### src/rtl/tag_rx_pkg.sv
// Shared constants and FSM encoding for the tag downlink word assembler
// and its serial CRC-16 engine.
package tag_rx_pkg;

    localparam int          WORD_W      = 16;
    localparam int          MAX_WORDS   = 32;
    localparam logic [15:0] CRC16_POLY  = 16'h1021;
    localparam logic [15:0] CRC_PRESET  = 16'hFFFF;
    localparam logic [15:0] CRC_RESIDUE = 16'h1D0F;

    typedef enum logic [1:0] {
        IDLE  = 2'd0,
        SHIFT = 2'd1,
        CLOSE = 2'd2
    } rx_state_t;

endpackage

### src/rtl/tag_crc16_serial.sv
// Bit-serial Gen2 CRC-16 engine, one bit per enabled cycle, MSB first.
// Shared with the backscatter CRC generator, hence the parameterised preset.
module tag_crc16_serial
    import tag_rx_pkg::*;
#(
    parameter logic [15:0] POLY   = CRC16_POLY,
    parameter logic [15:0] PRESET = CRC_PRESET
) (
    input  logic        data_clk,
    input  logic        factory_reset,
    input  logic        init,
    input  logic        enable,
    input  logic        data_in,
    output logic [15:0] crc_out
);

    logic feedback;

    assign feedback = crc_out[15] ^ data_in;

    // init outranks enable so a restart never folds in the bit that came with it.
    always_ff @(posedge data_clk or posedge factory_reset) begin
        if (factory_reset) begin
            crc_out <= PRESET;
        end else if (init) begin
            crc_out <= PRESET;
        end else if (enable) begin
            crc_out <= {crc_out[14:0], 1'b0} ^ (feedback ? POLY : 16'h0000);
        end
    end

endmodule

### src/rtl/tag_rx_word_assembler.sv
// Assembles the decoded downlink bit stream into 16-bit words, hands them
// over through a ready/ack holding register and checks the packet CRC.
module tag_rx_word_assembler
    import tag_rx_pkg::*;
(
    input  logic                data_clk,
    input  logic                factory_reset,
    input  logic                rx_start,
    input  logic                rx_bit,
    input  logic                rx_bit_valid,
    input  logic                rx_end,
    input  logic                word_ack,
    output logic [WORD_W-1:0]   word_data,
    output logic                word_ready,
    output logic [5:0]          word_count,
    output logic                rx_busy,
    output logic                packet_done,
    output logic                crc_ok,
    output logic                frame_error,
    output logic                overflow
);

    rx_state_t          state;
    rx_state_t          state_next;
    logic [WORD_W-1:0]  shift_reg;
    logic [3:0]         bit_cnt;
    logic [15:0]        crc;
    logic               start_pkt;
    logic               take_bit;
    logic               close_pkt;
    logic               word_done;
    logic               word_load;
    logic [WORD_W-1:0]  assembled;

    always_ff @(posedge data_clk or posedge factory_reset) begin
        if (factory_reset) begin
            state <= IDLE;
        end else begin
            state <= state_next;
        end
    end

    // Restart outranks rx_end, which outranks a data bit in the same cycle.
    always_comb begin
        state_next  = state;
        start_pkt   = 1'b0;
        take_bit    = 1'b0;
        close_pkt   = 1'b0;
        rx_busy     = 1'b0;
        packet_done = 1'b0;
        case (state)
            IDLE: begin
                if (rx_start) begin
                    start_pkt  = 1'b1;
                    state_next = SHIFT;
                end
            end
            SHIFT: begin
                rx_busy = 1'b1;
                if (rx_start) begin
                    start_pkt = 1'b1;
                end else if (rx_end) begin
                    close_pkt  = 1'b1;
                    state_next = CLOSE;
                end else if (rx_bit_valid) begin
                    take_bit = 1'b1;
                end
            end
            CLOSE: begin
                packet_done = 1'b1;
                state_next  = IDLE;
            end
            default: begin
                state_next = IDLE;
            end
        endcase
    end

    assign assembled = {shift_reg[WORD_W-2:0], rx_bit};
    assign word_done = take_bit && (bit_cnt == 4'd15);
    assign word_load = word_done && (!word_ready || word_ack);

    always_ff @(posedge data_clk or posedge factory_reset) begin
        if (factory_reset) begin
            shift_reg   <= '0;
            bit_cnt     <= 4'd0;
            word_count  <= 6'd0;
            crc_ok      <= 1'b0;
            frame_error <= 1'b0;
            overflow    <= 1'b0;
        end else if (start_pkt) begin
            shift_reg   <= '0;
            bit_cnt     <= 4'd0;
            word_count  <= 6'd0;
            frame_error <= 1'b0;
            overflow    <= 1'b0;
        end else if (take_bit) begin
            shift_reg <= assembled;
            bit_cnt   <= bit_cnt + 4'd1;
            if (word_load && (word_count != 6'(MAX_WORDS))) begin
                word_count <= word_count + 6'd1;
            end
            if (word_done && !word_load) begin
                overflow <= 1'b1;
            end
        end else if (close_pkt) begin
            crc_ok      <= (crc == CRC_RESIDUE);
            frame_error <= (bit_cnt != 4'd0);
            shift_reg   <= '0;
            bit_cnt     <= 4'd0;
        end
    end

    // Holding register lives independently of the FSM so a word survives packet end.
    always_ff @(posedge data_clk or posedge factory_reset) begin
        if (factory_reset) begin
            word_data  <= '0;
            word_ready <= 1'b0;
        end else if (word_load) begin
            word_data  <= assembled;
            word_ready <= 1'b1;
        end else if (word_ack && word_ready) begin
            word_ready <= 1'b0;
        end
    end

    tag_crc16_serial #(
        .POLY   (CRC16_POLY),
        .PRESET (CRC_PRESET)
    ) u_crc (
        .data_clk      (data_clk),
        .factory_reset (factory_reset),
        .init          (start_pkt),
        .enable        (take_bit),
        .data_in       (rx_bit),
        .crc_out       (crc)
    );

endmodule

### config.mk
export PLATFORM = sky130hd
export DESIGN_NAME = tag_rx_word_assembler
export DESIGN_NICKNAME = d
export VERILOG_FILES = /design/src/rtl/tag_rx_pkg.sv /design/src/rtl/tag_crc16_serial.sv /design/src/rtl/tag_rx_word_assembler.sv
export SDC_FILE = /design/constraint.sdc
export NUM_CORES = 1
export LEC_CHECK = 0
export CORE_ASPECT_RATIO = 0.7
export CORE_MARGIN = 2
export CORE_UTILIZATION = 25
export DETAILED_ROUTE_END_ITERATION = 10
export GPL_TIMING_DRIVEN = 0
export PLACE_DENSITY_LB_ADDON = 0.25
export SYNTH_ARGS = -nofsm -noshare
export SYNTH_HDL_FRONTEND = slang
export SYNTH_SLANG_ARGS = --single-unit
### constraint.sdc
create_clock -name data_clk -period 2 [get_ports data_clk]
set_input_delay 0.6 -clock data_clk [delete_from_list [all_inputs] [get_ports data_clk]]
set_output_delay 0.6 -clock data_clk [all_outputs]
set_load 0.02 [all_outputs]
Word level (Yosys, flattened, before mapping):

Cells that the tools add are included.

* $add $sub $neg: 2
* multiply operators: 0
* div/mod/pow operators: 0
* $lt $le $gt $ge: 0
* eq/ne operators: 9
* shifts and indexed selects: 0
* multiplexer cells: 35
* bitwise logic cells: 4
* reductions and logical operators: 22

Operators with widths (number)
* 15-bit two-way mux: 3
* 16-bit two-way mux: 2
* 1-bit two-way mux: 19
* 6-bit two-way mux: 3
* 16-bit by 13-bit equality test with 1-bit output (second input constant): 1
* 16-bit bitwise XOR: 1
* 13-bit two-way mux: 1
* 4-bit two-way mux: 3
* 2-bit nonzero test: 5
* 2-bit != test (second input constant): 4
* 6-bit by 1-bit adder with 6-bit output (second input constant): 1
* 2-bit two-way mux: 3
* 6-bit != test (second input constant): 1
* 2-bit AND reduction: 3
* 3-bit AND reduction: 2
* 1-bit logical AND: 5
* 4-bit by 1-bit adder with 4-bit output (second input constant): 1
* 4-bit equality test (second input constant): 1
* 2-bit one-hot mux with 2 select lines: 1
* 4-bit nonzero test: 1
* 3-bit nonzero test: 1
* 2-bit by 1-bit equality test with 1-bit output (second input constant): 1
* 2-bit equality test (second input constant): 1
* 1-bit zero test: 2
* 5 further kinds: 6

* bits in registers: 63
* latch bits: 0
* RAM bits: 0
* memory bits (read-only): 0
* input port bits: 7
* output and inout port bits: 28
* logic and storage cells: 82
* memories kept: 0

Logic depth before layout (Yosys ltp):

* depth in word-level cells: 11
* depth in mapped cells: 6
* gate-level depth less buffers: 5

By module:

Synthesis repeated with hierarchy kept, for this count alone.

* cells, all modules: 251
* area, all modules: 2785.2 um2

Modules (own cells, without submodules)
* tag_rx_word_assembler: instances 1, cells an instance 194, area an instance 2040.7 um2, sequential area each 1176.1 um2
* tag_crc16_serial: instances 1, cells an instance 57, area an instance 744.5 um2, sequential area each 420.4 um2

Worst setup path before layout:

OpenSTA, ideal clock, no wires.

* kind: input to register
* from: input rx_end
* to: register word_data[0]
* setup time: 0.125 ns
* arrival time: 2.075 ns
* data required time: 1.875 ns
* slack: -0.200 ns
* stages: 5
* path buffers: 2
* path through: or3b_1 > buf_2 > nor4b_4 > buf_6 > mux2_2

* word-level cells in the longest chain between the ends: 5

RTL lines
* start: declaration: line tag_rx_word_assembler.sv:11 `input logic rx_end,`
* 1-bit two-way mux: line tag_rx_word_assembler.sv:62 `end else if (rx_end) begin`
* 1-bit two-way mux: line tag_rx_word_assembler.sv:60 `if (rx_start) begin`
* 1-bit two-way mux: line tag_rx_word_assembler.sv:51 `case (state)`
* 1-bit logical AND: line tag_rx_word_assembler.sv:80 `assign word_done = take_bit && (bit_cnt == 4'd15);`
* 1-bit logical AND: line tag_rx_word_assembler.sv:81 `assign word_load = word_done && (!word_ready || word_ack);`
* end signal: assignment: line tag_rx_word_assembler.sv:120 `word_data <= assembled;`
* end: declaration: line tag_rx_word_assembler.sv:13 `output logic [WORD_W-1:0] word_data,`

No other way between the ends.
A chain may end at the register's enable or synchronous reset.

Final worst setup path:

* from: register word_count[1]
* to: output word_count[1]

RTL lines
* start: declaration: line tag_rx_word_assembler.sv:15 `output logic [5:0] word_count,`
* start signal: assignment: line tag_rx_word_assembler.sv:101 `word_count <= word_count + 6'd1;`

No word-level cell between the ends.

==> out/metrics.cfg <==
[placement]
dp_cells=394
place.gp.congestion=0.7532
pre_cts_ws_ns=-0.9298
dp_hpwl_mm=4.033
numPortBuffers=34

[worst_setup_path]
crit_family=buffers and inverters
critPathBufInv=1
rr_worst_depth=5
start_kind=flop
path_cells=clkdlybuf4s50_1
cp.required_ns=1.40
slowest_stage=clkdlybuf4s50_1
path_max_fanout=4
critical_path_class=reg2out
endpoint_kind=primary output
critical_path_arrival_ns=1.34
worstSetupPathDepth=1
slowest_delay_ns=0.63

[synth]
synth-adder-area-share=0.01870
yosysUniqueCellTypes=42
synth_fp_nets=238
synthSimpleGateAreaFrac=0.1421
synthXorXnorAreaFrac=0.01309
yosys-top-cells-count=47 x dfrtp_1, 36 x nand2_1, 22 x o21ai_0, 17 x mux2_2
synth-compound-area-share=0.1272
syn-instance-count=227
synth_top_cell_by_area=dfrtp_1
synth_edf_count=0
synth_most_common_cell=dfrtp_1
avgSynthCellArea_um2=11.79
syn_area_mm2=0.002676
synth_top_area_share=0.4395
synth-seq-cells=63
synthMuxAreaShare=0.07527
synth_ff_type=dfrtp_1
seq_area_frac_synth=0.5965
async_flop_share=1.000
ys_warn_count=0
synth_top_family_by_area=simple AND/OR/NAND/NOR gates
synth.area.top_cells=dfrtp_1 44%, dfstp_2 16%, mux2_2 7.2%, a22o_1 5.2%, nand2_1 5.0%

[timing]
setup_viol=0
drv_slew=0
skew_ns=0.006363
slew_headroom=0.6202
finalCritPeriodShare=0.9715
period_minus_slack_ns=1.943
max_freq_ghz=0.5147
fin_ws_ns=0.05694
tightest_slew_ns=0.5685
hold_viol=0
rsz0062_at_grt=no

[clock_network]
ctsLongestPathBuffers=2
cts_tree=built
cts_max_level=3
cts-root-buf=clkbuf_16
insertion_delay_ns=0.32
clkSinkCount=63
cts.clk_slew.worst_paths_ns=0.05
cts_made_buffers=9

[route]
vias_per_cell=4.642
first_pass_iters=4
drt-initial-drc-count=105
via_count=1917
antenna_left=0
post_drt_wl_per_cell_um=14.62
drc=0
drt-total-wl_mm=6.037

[floorplanning]
core_mm2=0.01040
num_io_pins=35
die_area_mm2=0.01156
rows=31
die_w_um=127.7
die_h_um=90.57
initial_utilization=0.2575

[hold_path]
hold_path_class=reg2reg
min_path_cells=2

[global_route]
grt_overflow=0
grt_max_degree=40
grt_pass1_wl_mm=9.998
grt_pass1_vias=1892
antenna_found_initial=0
grt_use_total=0.1120

[run_status]
outcome=complete, no violations

[flow_run]
drv_cap=0

[final_layout]
layout-drive-gt1-share=0.2456
fill_cells=1041
area_growth_pct=35.39
layout.nets=287
num_antenna_cells=0
stdcell_count=413

[pwr]
vdd_drop_max_v=0.0004129
leakage_nw=1.619
powerDensity_mw_per_mm2=891.2

## per-layer routing
layer | global-route usage | vias to the layer above | routed length (um)
li1 | - | 906 | -
met1 | 0.1684 | 969 | 3206
met2 | 0.1430 | 38 | 2458
met3 | 0.04562 | 4 | 333
met4 | 0.03571 | 0 | 40
met5 | 0 | - | 0
## worst register-to-register path: cells and delay by family (launching register included)
kind | cells | cell delay, ns
DFF | 1 | 0.43
muxes | 1 | 0.33
and+or+nand+nor | 2 | 0.68
buffers and inverters | 2 | 0.31
## path summary, 6_finish.rpt
kind / from / to / slack [ns]
hold / removal: u_crc.crc_out[13] / u_crc.crc_out[14] / 0.46
hold reg to reg: u_crc.crc_out[13] / u_crc.crc_out[14] / 0.46
min in group asynchronous: factory_reset / word_count[3] / 0.69
setup / recovery: word_count[1] / word_count[1] / 0.06
max in group asynchronous: factory_reset / state[0] / 0.73
setup reg to reg: state[1] / word_data[12] / 0.12
## timing repair
| action | 4_1_cts | 5_1_grt |
|---|---|---|
| setup buffers | 1 | 2 |
| gates resized for setup | 24 | 11 |
| pin swaps | 2 | 2 |
| cloned | 1 | 0 |
| endpoints found under the setup margin | 61 | 26 |
| hold buffers | 0 | 0 |
## layout by cell type (no fill, tap or decap), types with 3 or more instances in the layout
cell             Yosys  final
o21ai_0             22     22
inv_1                7      6
ha_1                 4      3
nor3_1               3      3
nor2_1               3      3
mux2_2              17     15
buf_6                1      3
nand2_1             36     36
a21oi_1              4      4
dlygate4sd2_1        0      6
nand3_1              3      3
clkbuf_1             8      7
clkbuf_16            0      9
dlymetal6s2s_1       0      3
clkdlybuf4s50_1      0     24
clkbuf_2             0      3
o211ai_1             3      3
nand4_1              3      3
a22o_1              16     16
dfrtp_1             47     45
dfstp_2             16     16
## power by group
group	internal [W]	switching (W)
clock network	0.00116	0.000532
logic	0.0000645	0.000115
registers	0.00133	0.0000299
total	0.00255	0.000677
## through the flow
| stage | hold WS, ns | cell area [um^2] | util | power, W | setup TNS [ns] |
|---|---|---|---|---|---|
| after floorplan | 0.4375 | 2680 | - | 0.001484 | -1.422 |
| after global placement | 0.4502 | 3186 | 0.3065 | 0.001552 | -43.65 |
| after detailed placement | 0.4518 | 3206 | 0.3084 | 0.001559 | -37.86 |
| after CTS | 0.4621 | 3580 | 0.3444 | 0.003285 | -0.03102 |
| after global routing | 0.4744 | 3623 | 0.3486 | 0.003354 | 0 |
| final | 0.4619 | 3623 | 0.3486 | 0.003229 | 0 |
## cell type report
cell class / count / area (um^2) / area share
Sequential cell: 63 / 1599 / 0.4413
Multi-Input combinational cell: 147 / 1066 / 0.2942
Timing Repair Buffer: 39 / 392.9 / 0.1084
Clock buffer: 13 / 260.3 / 0.07182
Tap cell: 132 / 165.2 / 0.04558
Clock inverter: 3 / 65.06 / 0.01796
Buffer: 9 / 45.04 / 0.01243
Inverter: 7 / 30.03 / 0.008287
## kinds of logic (layout without fill, tap and decap cells)
| family | after synthesis | in the layout |
|---|---|---|
| mux | 18 | 18 |
| simple gates | 70 | 70 |
| compound gates | 51 | 51 |
| buf+inv | 17 | 71 |
| xor+xnor | 4 | 4 |
| fa+ha+maj | 4 | 4 |
| flops | 63 | 63 |
(Power assumes the default switching activity.)
